## src/rtl/scalar_bit_sequencer_if.sv

```systemverilog
`default_nettype none
// ============================================================================
// Module      : scalar_bit_sequencer_if
// Description : Control and bit-stream handshake bundle between the scalar
//               load path, the bit sequencer and the ladder datapath.
// Revision    : 1.0 - initial release
// ============================================================================
interface scalar_bit_sequencer_if #(
    parameter int N  = 255,
    parameter int IW = $clog2(N)
);
    logic          start;
    logic [N-1:0]  scalar;
    logic          abort;
    logic          busy;
    logic          bit_valid;
    logic          bit_ready;
    logic          bit_out;
    logic [IW-1:0] bit_idx;
    logic          first;
    logic          last;
    logic          done;
    logic          zero_err;

    // Requester / consumer side
    modport master (
        output start, scalar, abort, bit_ready,
        input  busy, bit_valid, bit_out, bit_idx, first, last, done, zero_err
    );

    // Sequencer side
    modport slave (
        input  start, scalar, abort, bit_ready,
        output busy, bit_valid, bit_out, bit_idx, first, last, done, zero_err
    );
endinterface
`default_nettype wire

```

## src/rtl/scalar_bit_sequencer.sv

```systemverilog
`default_nettype none
// ============================================================================
// Module      : scalar_bit_sequencer
// Description : Streams the significant bits of a scalar, MSB first, one bit
//               per valid/ready beat, framed with first/last/done.
//               Contains the priority encoder used to locate the MSB.
// Revision    : 1.0 - initial release
// ============================================================================

// Returns the index of the highest set bit of n; 0 when n==0 or en==0.
module priority_encode #(
    parameter int N  = 255,
    parameter int IW = $clog2(N)
) (
    input  wire logic          en,
    input  wire logic [N-1:0]  n,
    output logic      [IW-1:0] idx
);
    // Ascending scan so the highest set bit is the last one to win
    always_comb begin
        idx = '0;
        if (en) begin
            for (int i = 0; i < N; i++) begin
                if (n[i]) idx = IW'(i);
            end
        end
    end
endmodule

module scalar_bit_sequencer #(
    parameter int N  = 255,
    parameter int IW = $clog2(N)
) (
    input wire logic             clk,
    input wire logic             rst_n,
    scalar_bit_sequencer_if.slave bus
);
    typedef enum logic [1:0] {
        S_IDLE = 2'd0,
        S_FIND = 2'd1,
        S_RUN  = 2'd2,
        S_DONE = 2'd3
    } state_t;

    state_t        state;
    state_t        state_nxt;
    logic [N-1:0]  sc_q;
    logic [IW-1:0] idx_q;
    logic [IW-1:0] msb_q;
    logic [IW-1:0] msb;
    logic          zero_err_q;
    logic          xfer;
    logic          busy;
    logic          bit_valid;
    logic          done;

    priority_encode #(.N(N), .IW(IW)) u_penc (
        .en  (1'b1),
        .n   (sc_q),
        .idx (msb)
    );

    // A beat is consumed whenever the sequencer presents one and the ladder takes it
    assign xfer = (state == S_RUN) && bus.bit_ready;

    // State register
    always_ff @(posedge clk) begin
        if (!rst_n) state <= S_IDLE;
        else        state <= state_nxt;
    end

    // Scalar, index and error bookkeeping
    always_ff @(posedge clk) begin
        if (!rst_n) begin
            sc_q       <= '0;
            idx_q      <= '0;
            msb_q      <= '0;
            zero_err_q <= 1'b0;
        end else begin
            case (state)
                S_IDLE: begin
                    if (bus.start && !bus.abort) begin
                        sc_q       <= bus.scalar;
                        zero_err_q <= 1'b0;
                    end
                end
                S_FIND: begin
                    if (!bus.abort) begin
                        idx_q <= msb;
                        msb_q <= msb;
                        // Encoder output is ambiguous for zero, so test the operand itself
                        if (!(|sc_q)) zero_err_q <= 1'b1;
                    end
                end
                S_RUN: begin
                    // Index holds at 0 on the final beat rather than wrapping
                    if (xfer && !bus.abort && (idx_q != '0)) idx_q <= idx_q - IW'(1);
                end
                default: ;
            endcase
        end
    end

    // Next-state and framing outputs; none depend on bit_ready
    always_comb begin
        state_nxt = state;
        busy      = 1'b0;
        bit_valid = 1'b0;
        done      = 1'b0;
        case (state)
            S_IDLE: begin
                if (bus.start && !bus.abort) state_nxt = S_FIND;
            end
            S_FIND: begin
                busy      = 1'b1;
                state_nxt = (|sc_q) ? S_RUN : S_DONE;
            end
            S_RUN: begin
                busy      = 1'b1;
                bit_valid = 1'b1;
                if (xfer && (idx_q == '0)) state_nxt = S_DONE;
            end
            S_DONE: begin
                busy      = 1'b1;
                done      = 1'b1;
                state_nxt = S_IDLE;
            end
            default: state_nxt = S_IDLE;
        endcase
        if (bus.abort && (state != S_IDLE)) state_nxt = S_IDLE;
    end

    assign bus.busy      = busy;
    assign bus.bit_valid = bit_valid;
    assign bus.done      = done;
    assign bus.bit_idx   = idx_q;
    assign bus.bit_out   = bit_valid && sc_q[idx_q];
    assign bus.first     = bit_valid && (idx_q == msb_q);
    assign bus.last      = bit_valid && (idx_q == '0);
    assign bus.zero_err  = zero_err_q;
endmodule
`default_nettype wire

```

## src/flat_wrapper.sv

```systemverilog
// flat-port wrapper written by rule: the top's interface ports become plain ports
module scalar_bit_sequencer_flat 
#(
    parameter int N  = 255,
    parameter int IW = $clog2(N)
)
  (clk, rst_n, bus_start, bus_scalar, bus_abort, bus_bit_ready, bus_busy, bus_bit_valid, bus_bit_out, bus_bit_idx, bus_first, bus_last, bus_done, bus_zero_err);
  scalar_bit_sequencer_if #(.N(N), .IW(IW)) bus_i ();
  input wire logic clk;
  input wire logic rst_n;
  input wire logic [$bits(bus_i.start)-1:0] bus_start;
  input wire logic [$bits(bus_i.scalar)-1:0] bus_scalar;
  input wire logic [$bits(bus_i.abort)-1:0] bus_abort;
  input wire logic [$bits(bus_i.bit_ready)-1:0] bus_bit_ready;
  output wire logic [$bits(bus_i.busy)-1:0] bus_busy;
  output wire logic [$bits(bus_i.bit_valid)-1:0] bus_bit_valid;
  output wire logic [$bits(bus_i.bit_out)-1:0] bus_bit_out;
  output wire logic [$bits(bus_i.bit_idx)-1:0] bus_bit_idx;
  output wire logic [$bits(bus_i.first)-1:0] bus_first;
  output wire logic [$bits(bus_i.last)-1:0] bus_last;
  output wire logic [$bits(bus_i.done)-1:0] bus_done;
  output wire logic [$bits(bus_i.zero_err)-1:0] bus_zero_err;
  assign bus_i.start = bus_start;
  assign bus_i.scalar = bus_scalar;
  assign bus_i.abort = bus_abort;
  assign bus_i.bit_ready = bus_bit_ready;
  assign bus_busy = bus_i.busy;
  assign bus_bit_valid = bus_i.bit_valid;
  assign bus_bit_out = bus_i.bit_out;
  assign bus_bit_idx = bus_i.bit_idx;
  assign bus_first = bus_i.first;
  assign bus_last = bus_i.last;
  assign bus_done = bus_i.done;
  assign bus_zero_err = bus_i.zero_err;
  scalar_bit_sequencer #(.N(N), .IW(IW)) u_core (.clk(clk), .rst_n(rst_n), .bus(bus_i));
endmodule
```

## config.mk

```make
export PLATFORM = sky130hd
export DESIGN_NAME = scalar_bit_sequencer_flat
export DESIGN_NICKNAME = d
export VERILOG_FILES = /design/src/rtl/scalar_bit_sequencer_if.sv /design/src/rtl/scalar_bit_sequencer.sv /design/src/flat_wrapper.sv
export SDC_FILE = /design/constraint.sdc
export NUM_CORES = 1
export LEC_CHECK = 0
export CORE_MARGIN = 2
export CORE_UTILIZATION = 58
export DETAILED_ROUTE_END_ITERATION = 10
export HOLD_SLACK_MARGIN = 0.03
export PLACE_DENSITY = 0.86
export SETUP_SLACK_MARGIN = 0.3
export SLEW_MARGIN = 15
export SYNTH_ARGS = -nofsm -noshare
export SYNTH_HDL_FRONTEND = slang
export SYNTH_SLANG_ARGS = --single-unit
```

## constraint.sdc

```tcl
create_clock -name clk -period 6.7 [get_ports clk]
set_input_delay 1.34 -clock clk [delete_from_list [all_inputs] [get_ports clk]]
set_output_delay 1.34 -clock clk [all_outputs]
set_load 0.02 [all_outputs]
```

==> results.cfg, run 1 <==
[clock_tree]
cts_tree = built
cts-root-buf = clkbuf_16
cts_setup_buffers = 0
cts_max_level = 1
clk_latency_ns = 0.56
cts_buffer_depth = 3
cts-buffers-inserted = 29
clk_pin_slew_ns = 0.06
cts_hold_buf = 0
cts_sinks = 274
cts_resized = 0

[critical_path]
crit_path_frequent_cell = a211oi_1
cpMaxStageDelayCell = dfxtp_2
path_class = flop to output port
reg2reg_depth = 8
cp_cell_sequence = buf_4 -> mux4_2 -> mux4_2 -> nor2b_1 -> a211oi_1 -> a21oi_1 -> a211oi_1 -> a211oi_1 -> clkdlybuf4s50_1
cp-end-kind = output port
regToRegSetupSlack_ns = 3.58
cp_max_fo = 38
critPathLaunchType = flop
r2r_end = u_core.state[0]
cpPeakStageDelay_ns = 0.98
reg2reg_from = u_core.sc_q[196]
crit_required_ns = 5.36
cp.arrival_ns = 4.52

[placement]
gp_congestion = 0.9341
pre_cts_ws_ns = 1.462
place_inst = 2480
hpwlAfterDp_mm = 34.48
port_buffers = 274

[pwr]
power_frac_seq_pct = 36.6
pwr-share-clk_pct = 26.3
switchingPower_mw = 2.332
intPower_mw = 3.803
p_leak_nw = 6.762
p_comb_share_pct = 37.2
vdd_ir_drop_max_uv = 243.9
power_density_nw_per_um2 = 312.8
p_sw_share_pct = 38.01

[synthesis]
syn_inst = 1974
ys.flop_type = dfxtp_1
ys_seq_area_share_pct = 34.63
yosysTopAreaCellShare_pct = 34.63
netlist_area_sq_um = 15840
synth_most_common_cell = nand2_1
synth_seq_cells = 274
synth_top_cells_by_area = dfxtp_1, nand2_1, a21boi_0
yosysWarnings = 0
synth_cell_types = 66
async_flop_share_pct = 0
yosysTopAreaCell = dfxtp_1
avgSynthCellArea_sq_um = 8.024
synth_common_cells = nand2_1, dfxtp_1, a21boi_0
syn_nets = 2240
synth_edf_count = 0

[timing]
worst_clock_skew_ns = 0.02101
max-slew-margin-rel_pct = 13.85
fin_ws_ns = 0.8393
maxSlewViolCount = 0
fmax_mhz = 170.6
worst_pin_slew_ns = 1.260
fin_setup_tns_ns = 0
fin_crit_sh_pct = 87.47
min_period_ns = 5.861
holdWs_ns = 0.4912
rsz0062_at_grt = no
hold_viol_final = 0
finalSetupViolCount = 0

[floorplan]
die_area_sq_um = 28650
die_y_microns = 169.3
core_sq_um = 26880
num_rows = 60
die_x_microns = 169.3
num_io_pins = 275
initial_core_util_pct = 58.93

[detailed_routing]
routed_wirelength_mm = 47.85
viasPerCell = 6.285
vias = 15900
post-route-drc-count = 0
firstDrtPassIters = 6
ant_nets = 0
drt_iter0_markers = 1892
avgRoutedWirePerCell_microns = 18.91

[min_path]
whs_path_depth = 2
min-delay-start = u_core.sc_q[0]
min_path_type = flop to flop
worstHoldEndpoint = u_core.sc_q[0]

[global_route]
track_usage_pct = 32.34
grt_start_max_net_pins = 171
antenna_found_initial = 0
grt_pass1_wl_mm = 76.02
grt_pass1_vias = 15110
gr-total-overflow = 0

[cells_and_area]
area.growth.synth_to_final_pct = 23.80
drive_gt1_share_pct = 6.944
stdcell_count = 2530
final_nets = 2436
num_antenna_cells = 0
n_fill_cell = 2057

[job]
drv_cap = 0

[run_status]
outcome = finished, final reports clean
==> per-stage QoR <==
step | total power [mW] | cell area [sq um] | utilization (%)
CTS | 6.080 | 19610 | 72.95
global placement | 4.404 | 18660 | 69.42
floorplan | 3.716 | 15840 | -
finish | 6.135 | 19610 | 72.96
global route | 6.445 | 19610 | 72.96
detailed placement | 4.475 | 18660 | 69.42
==> cell families (layout without fill, tap and decap cells) <==
logic type,Yosys count,after routing,share of synthesized area (%)
adders and majority gates,6,6,0.4740
DFF,274,274,34.63
xor gates and xnor gates,8,8,0.4424
muxes,87,87,11.78
and+or+nand+nor,917,917,25.86
AOI/OAI and AO/OA,512,512,22.70
buffers and inverters,170,385,4.108
==> routing by layer <==
layer  up-vias  part of all wire [%]  track usage [%]
met2       899                    47            54.52
li1       7463                     -                -
met1      7404                    40            42.10
met4         0                   3.4            11.45
met3       136                   9.0            5.480
met5         -                     0                0
==> cell type report <==
| type | count | area (sq um) | area share, % |
|---|---|---|---|
| multi-input combinational | 1530 | 9721 | 49.57 |
| sequential | 274 | 5492 | 28.01 |
| timing repair buffer | 283 | 2828 | 14.42 |
| clock buffer | 37 | 795.8 | 4.058 |
| tap | 341 | 426.7 | 2.176 |
| inverter | 52 | 195.2 | 0.9954 |
| clock inverter | 13 | 151.4 | 0.7721 |
==> critical path: cells and delay by family (launching register included) <==
family                 cells  cell delay, ns
AOI/OAI and AO/OA          4            0.81
and+or+nand+nor            1            0.17
muxes                      2            0.84
buffers and inverters      2            1.13
DFF                        1            0.98
==> sequential cells by signal (all words and copies together), names as in the netlist <==
signal and count:
u_core.state 2, u_core.sc_q 255, u_core.msb_q 8, u_core.bus.bit_idx 8, u_core.bus.zero_err 1
==> power groups by stage <==
stage          clock (mW)  combinational, mW  sequential [mW]
2_1_floorplan           0               1.66             2.05
4_1_cts              1.62               2.24             2.22
3_3_place_gp            0               2.16             2.24
3_5_place_dp            0               2.22             2.26
6_report             1.61               2.28             2.24
5_1_grt              1.68               2.48             2.28
==> worst max-delay path by stage <==
stage,startpoint,end,slack [ns],cells after the start
finish,u_core.bus.bit_idx[1],bus_bit_out,0.84,9
CTS,u_core.bus.bit_idx[0],bus_bit_out,0.86,7
floorplan,u_core.bus.bit_idx[0],bus_bit_out,2.52,9
global placement,u_core.bus.bit_idx[0],bus_bit_out,1.51,7
detailed placement,u_core.bus.bit_idx[0],bus_bit_out,1.46,9
global route,u_core.bus.bit_idx[0],bus_bit_out,0.62,9
==> placed cells by master, fill, tap and decap left out, drive strengths merged, types with 53 or more instances in the layout <==
cell,count
nor4,63
o21ai,61
a21boi,262
dfxtp,274
clkdlybuf4s50,273
mux4,79
inv,53
nand2,557
nor3,54
nor2,116
a21oi,63
No activity file was read; power rests on OpenSTA's default activity.
==> inputs of run 2 (changes only) <==
--- a/config.mk
+++ b/config.mk
@@ -5,6 +5,7 @@
 export SDC_FILE = /design/constraint.sdc
 export NUM_CORES = 1
 export LEC_CHECK = 0
+export ABC_CLOCK_PERIOD_IN_PS = 6700
 export CORE_MARGIN = 2
 export CORE_UTILIZATION = 58
 export DETAILED_ROUTE_END_ITERATION = 10
==> results of run 2 <==
The final DEF is identical to that of run 1; final timing and power are the same.
==> inputs of run 3 (changes only) <==
--- a/config.mk
+++ b/config.mk
@@ -6,6 +6,7 @@
 export NUM_CORES = 1
 export LEC_CHECK = 0
 export ABC_CLOCK_PERIOD_IN_PS = 6700
+export CAP_MARGIN = 20
 export CORE_MARGIN = 2
 export CORE_UTILIZATION = 58
 export DETAILED_ROUTE_END_ITERATION = 10
==> run 3 against run 2 <==
- count of clock-buffer cells in the layout stayed put
- first-iteration DRC count is 3.8% lower
- final area hardly changed
- via count is 0.28% lower
- sequential cell count stayed put
- sequential power hardly changed
- core utilization hardly changed
- setup slack better by 0.029 ns
- maximum frequency is 0.50% higher
- critical path depth is 2 lower
- hold slack worse by 0.0015 ns
- total power hardly changed
- critical path type unchanged
==> results.cfg, run 3 (synthesis results as in run 1) <==
[clock_tree]
cts_buffer_depth = 3
cts_setup_buffers = 0
cts_max_level = 1
cts_hold_buf = 0
clk_latency_ns = 0.56
cts_resized = 0
clk_pin_slew_ns = 0.06
cts_tree = built
cts_sinks = 274
cts-root-buf = clkbuf_16
cts-buffers-inserted = 29

[timing]
worst_pin_slew_ns = 0.9591
worst_clock_skew_ns = 0.02070
min_period_ns = 5.832
fmax_mhz = 171.5
holdWs_ns = 0.4897
rsz0062_at_grt = no
fin_setup_tns_ns = 0
fin_ws_ns = 0.8684
maxSlewViolCount = 0
finalSetupViolCount = 0
max-slew-margin-rel_pct = 35.97
hold_viol_final = 0
fin_crit_sh_pct = 87.04

[critical_path]
critical-path-top-delay-family = multiplexers
crit_path_frequent_cell = mux4_2
path_buf_inv = 2
cp_cell_sequence = buf_4 -> mux4_2 -> mux4_2 -> mux4_2 -> a21oi_1 -> a211oi_1 -> clkdlybuf4s50_1
crit_required_ns = 5.36
critPathLaunchType = flop
cpPeakStageDelay_ns = 0.98
cp_max_fo = 50
path_class = flop to output port
cpMaxStageDelayCell = dfxtp_4
cp.arrival_ns = 4.49
cp-end-kind = output port

[detailed_routing]
avgRoutedWirePerCell_microns = 18.89
top_layer_used = met4
vias = 15860
drt_iter0_markers = 1821
m1WireLength_mm = 18.96
wl_met2_mm = 22.77
routed_wirelength_mm = 47.80
ant_nets = 0
post-route-drc-count = 0
viasPerCell = 6.266
firstDrtPassIters = 7
route.met3.wl_mm = 4.467

[cells_and_area]
fin_util_pct = 72.97
regMostFlops = u_core.sc_q
num_antenna_cells = 0
layout_common_cells = nand2_1, clkdlybuf4s50_1, dfxtp_1
final_nets = 2437
largest_reg_flops = 255
final_common_cell = nand2_1
drive_gt1_share_pct = 6.941
area.growth.synth_to_final_pct = 23.83
fin_area_sq_um = 19610

[global_route]
grt_start_max_net_pins = 171
track_usage_pct = 32.34
antenna_found_initial = 0
gr-total-overflow = 0
grt_pass1_wl_mm = 76.02
grt_pass1_vias = 15110

[placement]
placed_area_sq_um = 18660
port_buffers = 274
gp_congestion = 0.9341
pre_cts_ws_ns = 1.462
hpwlAfterDp_mm = 34.48

[pwr]
vdd_ir_drop_max_uv = 243.3
power_density_nw_per_um2 = 312.9
p_leak_nw = 6.763

[job]
drv_cap = 0

[floorplan]
core_sq_um = 26880
die_y_microns = 169.3
num_io_pins = 275
initial_core_util_pct = 58.93
num_rows = 60
die_x_microns = 169.3
die_area_sq_um = 28650

[run_status]
outcome = finished, final reports clean

[min_path]
min_path_type = flop to flop
==> run 3: changes by cell type in the layout (fill, tap and decap cells not counted) <==
cell,change
clkbuf_1,+1
==> run 3: per-layer routing <==
layer | global-route usage [%] | vias up
li1 | - | 7461
met1 | 42.10 | 7388
met2 | 54.52 | 862
met3 | 5.480 | 147
met4 | 11.45 | 0
met5 | 0 | -
==> run 3: stage by stage <==
stage | total power [mW] | instances
floorplan | 3.716 | 1974
global placement | 4.404 | 2480
detailed placement | 4.475 | 2480
CTS | 6.080 | 2530
global route | 6.447 | 2531
finish | 6.136 | 2531
==> run 3: area by class of cell <==
cell class	count	area [sq um]
multi-input cells	1530	9721
fillers	2057	7263
flip-flops and latches	274	5492
repair buffers	284	2831
clock buffers	37	795.8
well taps	341	426.7
inverters	52	195.2
clock inverters	13	151.4
==> run 3: worst reg2reg max path, delay by kind of cell (launching register included) <==
kind	cells	cell delay, ns
AOI/OAI and AO/OA	2	0.47
DFF	1	0.37
and+or+nand+nor	6	2.26
==> run 3: final timing paths <==
kind / startpoint / end / slack (ns) / cells after the start
worst max-delay path: u_core.bus.bit_idx[0] / bus_bit_out / 0.87 / 7
worst min-delay path: u_core.sc_q[0] / u_core.sc_q[0] / 0.49 / 2
worst max register to register: u_core.sc_q[208] / u_core.state[0] / 3.54 / 8
worst min register to register: u_core.sc_q[0] / u_core.sc_q[0] / 0.49 / 2
==> run 3: report_power, final <==
part	internal, mW	switching, mW	total (mW)
logic	1.03	1.26	2.28
clock network	0.949	0.661	1.61
registers	1.83	0.414	2.24
==> edit 1 (flow settings as in run 1) <==
The 4 states of `state_t` get a one-hot encoding in 4 bits.
--- a/src/rtl/scalar_bit_sequencer.sv
+++ b/src/rtl/scalar_bit_sequencer.sv
@@ -35,11 +35,11 @@
     input wire logic             rst_n,
     scalar_bit_sequencer_if.slave bus
 );
-    typedef enum logic [1:0] {
-        S_IDLE = 2'd0,
-        S_FIND = 2'd1,
-        S_RUN  = 2'd2,
-        S_DONE = 2'd3
+    typedef enum logic [3:0] {
+        S_IDLE = 4'b0001,
+        S_FIND = 4'b0010,
+        S_RUN  = 4'b0100,
+        S_DONE = 4'b1000
     } state_t;
 
     state_t        state;
Function: no difference found for any inputs over 4 cycles, from zero or initial values and one cycle with rst_n low; so few cycles prove little.
==> edit 1 against run 1 <==
Area after synthesis fell by 3.8%; critical path depth fell by 1; utilization rose by 0.27 points; clock skew fell by 0.010 ns; final area fell by 3.2%; wire length rose by 1.1%; maximum frequency rose by 1.9%; setup slack improved by 0.11 ns; sequential cell count rose by 2; critical path type unchanged.
Power is not compared: it rests on default switching activity, and its combinational part moved more than twofold at a synthesized area within 25%.
==> edit 1: results (changes against run 1) <==
Status
  – Outcome: completed (unchanged)

Global route
  – Initial antenna violation count: 1 (was 0)
  – First-pass GRT wire length: 77800 um (was 76020 um)
  – Met1 Track Usage GR: 43.58% (was 42.10%)
  – Total Routing Usage GR: 33.63% (was 32.34%)
  – Number of global-route vias before repair: 15.40k (was 15.11k)
  – Largest net degree at the start of global routing: 163 (was 171)

Route
  – Wl on met1: 19250 um (was 19190 um)
  – DR WL met3: 4166 um (was 4324 um)
  – Initial DRC count: 1826 (was 1892)
  – DRT Wirelength: 48380 um (was 47850 um)
  – Vias/cell: 6.335 (was 6.285)

Worst setup path
  – RR Endpoint: u_core.bus.bit_idx[4]$_SDFFE_PN0P_ (was u_core.state[0]$_SDFFE_PP0P_)
  – Crit-path max cell delay: 0.81 ns (was 0.98 ns)
  – Worst setup startpoint: u_core.bus.bit_idx[2]$_SDFFE_PN0P_ (was u_core.bus.bit_idx[1]$_SDFFE_PN0P_)
  – Register-to-Register Setup Slack: 3.37 ns (was 3.58 ns)
  – Worst EP arrival: 4.41 ns (was 4.52 ns)
  – Critical R2R Launch: u_core.bus.bit_idx[3]$_SDFFE_PN0P_ (was u_core.sc_q[196]$_SDFFE_PN0P_)
  – CP max FO: 16 (was 38)

Synthesis
  – Sequential fraction of the synthesis area: 36.25% (was 34.63%)
  – Mean Syn Cell Area: 7.567 um^2 (was 8.024 um^2)
  – Synth Area in Compound Gates: 20.51% (was 22.70%)
  – Syn nets: 2275 (was 2240)
  – Synth cell types: 87 (was 66)
  – XOR/XNOR Fraction of Synth Area: 0.5172% (was 0.4424%)
  – Top cells by area, synth: dfxtp_1 36%, nand2_1 14%, a21oi_1 11% (was dfxtp_1 35%, nand2_1 13%, a21boi_0 12%)
  – Post-synthesis adder-cell area fraction: 0.08210% (was 0.4740%)
  – Mux contribution to synthesized area: 9.909% (was 11.78%)

Finish
  – Layout cells sized above 1: 6.912% (was 6.944%)
  – Fin nets: 2469 (was 2436)
  – Fill count: 2067 (was 2057)

Place
  – Pre-CTS setup slack: 1.660 ns (was 1.462 ns)
  – RePlAce Congestion: 0.9397 (was 0.9341)
  – DP Wirelength: 35050 um (was 34480 um)

Timing
  – Relative max-transition margin: 30.01% (was 13.85%)

Clock network
  – Num CTS Buffers: 27 (was 29)

Hold path
  – Hold EP: u_core.sc_q[2]$_SDFFE_PN0P_ (was u_core.sc_q[0]$_SDFFE_PN0P_)
  – Worst hold start: u_core.sc_q[2]$_SDFFE_PN0P_ (was u_core.sc_q[0]$_SDFFE_PN0P_)
==> edit 1: cell count changes in the layout (fill, tap and decap cells not counted), sizes merged, moves of 6 or more <==
| cell | run 1 | this run |
|---|---|---|
| or4 | 39 | 23 |
| a22oi | 2 | 21 |
| mux4 | 79 | 65 |
| nor4 | 63 | 76 |
| nand2 | 557 | 564 |
| nor2 | 116 | 127 |
| nand3 | 16 | 23 |
| nand4 | 11 | 18 |
| a21boi | 262 | 2 |
| a21oi | 63 | 325 |
| o31ai | 22 | 16 |
==> edit 1: final cells by class <==
class	instances	share of cell area, %
Multi-Input combinational cell	1566	47.67
Sequential cell	276	29.14
Timing Repair Buffer	286	15.06
Clock buffer	36	4.055
Tap cell	335	2.209
Inverter	51	1.035
Clock inverter	13	0.8242
==> edit 1: per-stage QoR <==
step | cell area (um^2) | util [%]
3_3_place_gp | 18050 | 69.66
2_1_floorplan | 15240 | -
5_1_grt | 18980 | 73.23
4_1_cts | 18980 | 73.23
6_report | 18980 | 73.23
3_5_place_dp | 18050 | 69.66
==> edit 2 (settings of run 1) <==
Made on the original files. `N` is set to 255 in 4 places; all go to 510.
--- a/src/rtl/scalar_bit_sequencer_if.sv
+++ b/src/rtl/scalar_bit_sequencer_if.sv
@@ -6,7 +6,7 @@
 // Revision    : 1.0 - initial release
 // ============================================================================
 interface scalar_bit_sequencer_if #(
-    parameter int N  = 255,
+    parameter int N  = 510,
     parameter int IW = $clog2(N)
 );
     logic          start;
--- a/src/rtl/scalar_bit_sequencer.sv
+++ b/src/rtl/scalar_bit_sequencer.sv
@@ -9,7 +9,7 @@
 
 // Returns the index of the highest set bit of n; 0 when n==0 or en==0.
 module priority_encode #(
-    parameter int N  = 255,
+    parameter int N  = 510,
     parameter int IW = $clog2(N)
 ) (
     input  wire logic          en,
@@ -28,7 +28,7 @@
 endmodule
 
 module scalar_bit_sequencer #(
-    parameter int N  = 255,
+    parameter int N  = 510,
     parameter int IW = $clog2(N)
 ) (
     input wire logic             clk,
--- a/src/flat_wrapper.sv
+++ b/src/flat_wrapper.sv
@@ -1,7 +1,7 @@
 // flat-port wrapper written by rule: the top's interface ports become plain ports
 module scalar_bit_sequencer_flat 
 #(
-    parameter int N  = 255,
+    parameter int N  = 510,
     parameter int IW = $clog2(N)
 )
   (clk, rst_n, bus_start, bus_scalar, bus_abort, bus_bit_ready, bus_busy, bus_bit_valid, bus_bit_out, bus_bit_idx, bus_first, bus_last, bus_done, bus_zero_err);
Ports: changed (resized bus_bit_idx and bus_scalar); port bits go from 275 to 531. The function was not compared with the original's and may differ.
==> edit 2 against run 1 <==
Final area up 88%; critical path type unchanged; area after synthesis grew 87%; cell count grew 95%; wire length rose by 120%; die area grew 84%; sequential cell count up 257; non-clock buffer count is 275 higher; total power rose by 94%; via count is 99% higher; first-iteration DRC count up 110%; setup slack lost 0.0065 ns.
==> edit 2: results (changes against run 1) <==
Synthesis
  – Post-synthesis adder-cell area fraction: 0.2541% (was 0.4740%)
  – Top cells by area, synth: dfxtp_1 36%, nand2_1 14%, mux4_2 13% (was dfxtp_1 35%, nand2_1 13%, a21boi_0 12%)
  – Top post-synthesis cells by count: 1109 x nand2_1, 620 x a21oi_1, 531 x dfxtp_1 (was 557 x nand2_1, 274 x dfxtp_1, 262 x a21boi_0)
  – Syn nets: 4334 (was 2240)
  – Mux contribution to synthesized area: 12.83% (was 11.78%)
  – Cell count after synthesis: 3813 (was 1974)
  – XOR/XNOR Fraction of Synth Area: 0.2668% (was 0.4424%)
  – Synth Area in Compound Gates: 18.76% (was 22.70%)

Finish
  – Fill count: 3910 (was 2057)
  – Non-filler cells, final: 4921 (was 2530)
  – Layout cells sized above 1: 7.462% (was 6.944%)

Worst setup path
  – Crit-path max cell delay: 0.58 ns (was 0.98 ns)
  – Critical R2R Launch: u_core.sc_q[476]$_SDFFE_PN0P_ (was u_core.sc_q[196]$_SDFFE_PN0P_)
  – Critical-path top delay cell: clkdlybuf4s50_1 (was dfxtp_2)
  – CP max FO: 76 (was 38)
  – Register-to-Register Setup Slack: 3.09 ns (was 3.58 ns)
  – Worst EP arrival: 4.53 ns (was 4.52 ns)
  – Worst setup startpoint: u_core.bus.bit_idx[0]$_SDFFE_PN0P_ (was u_core.bus.bit_idx[1]$_SDFFE_PN0P_)

Global route
  – Total Routing Usage GR: 38.90% (was 32.34%)
  – First-pass GRT wire length: 163400 um (was 76020 um)
  – Initial antenna violation count: 4 (was 0)
  – Largest net degree at the start of global routing: 213 (was 171)
  – Number of global-route vias before repair: 29.30k (was 15.11k)

Place
  – Port bufs: 530 (was 274)
  – Pre-CTS setup slack: 1.475 ns (was 1.462 ns)
  – Dpl cells: 4823 (was 2480)
  – RePlAce Congestion: 0.9717 (was 0.9341)
  – DP Wirelength: 78660 um (was 34480 um)
  – Placed Area: 35180 um^2 (was 18660 um^2)

Power
  – Worst VDD drop: 0.0002230 V (was 0.0002439 V)
  – Leakage: 12.68 nW (was 6.762 nW)

Clock network
  – Worst skew pair latency: 0.63 ns (was 0.56 ns)
  – Num CTS Buffers: 54 (was 29)
  – H-tree depth: 2 (was 1)

Status
  – Outcome: completed (unchanged)

Timing
  – Relative max-transition margin: 15.02% (was 13.85%)
  – Clk_skew: 0.02437 ns (was 0.02101 ns)
  – Final period utilization: 87.57% (was 87.47%)

Route
  – Via count: 31.58k (was 15.90k)
  – Initial DRC count: 4038 (was 1892)
  – DRT Wirelength: 106000 um (was 47850 um)

Hold path
  – Worst hold start: u_core.msb_q[4]$_SDFFE_PN0P_ (was u_core.sc_q[0]$_SDFFE_PN0P_)
  – Hold EP: u_core.msb_q[4]$_SDFFE_PN0P_ (was u_core.sc_q[0]$_SDFFE_PN0P_)
==> edit 2: layer usage <==
layer  up-vias  routed length (um)  GRT usage, %
met4         4                5473         18.43
met5         -                  24             0
li1      14520                   -             -
met3       308               10780         7.068
met1     14910               41850         52.44
met2      1841               47880         60.77
==> edit 2: power breakdown <==
group	total, mW	switching [mW]	internal [mW]
registers	4.24	0.709	3.53
logic	4.62	2.65	1.97
clock network	3.07	1.33	1.74
total	11.9	4.69	7.24
==> edit 2: final cells by class <==
cell class              count  area (um^2)  share of cell area, %
flip-flops and latches    531        10640                  28.79
diodes                      1        2.502               0.006772
clock buffers              77         1560                  4.222
repair buffers            558         5628                  15.23
multi-input cells        2966        17710                  47.92
well taps                 672        840.8                  2.275
clock inverters            20        206.4                 0.5587
inverters                  96        367.9                 0.9955
==> edit 2: cell families after synthesis <==
group,Yosys count
buffers and inverters,316
AND/OR/NAND/NOR,1827
AO/OA/AOI/OAI,952
XOR/XNOR,9
flip-flops,531
multiplexers,172
adder cells (fa/ha/maj),6
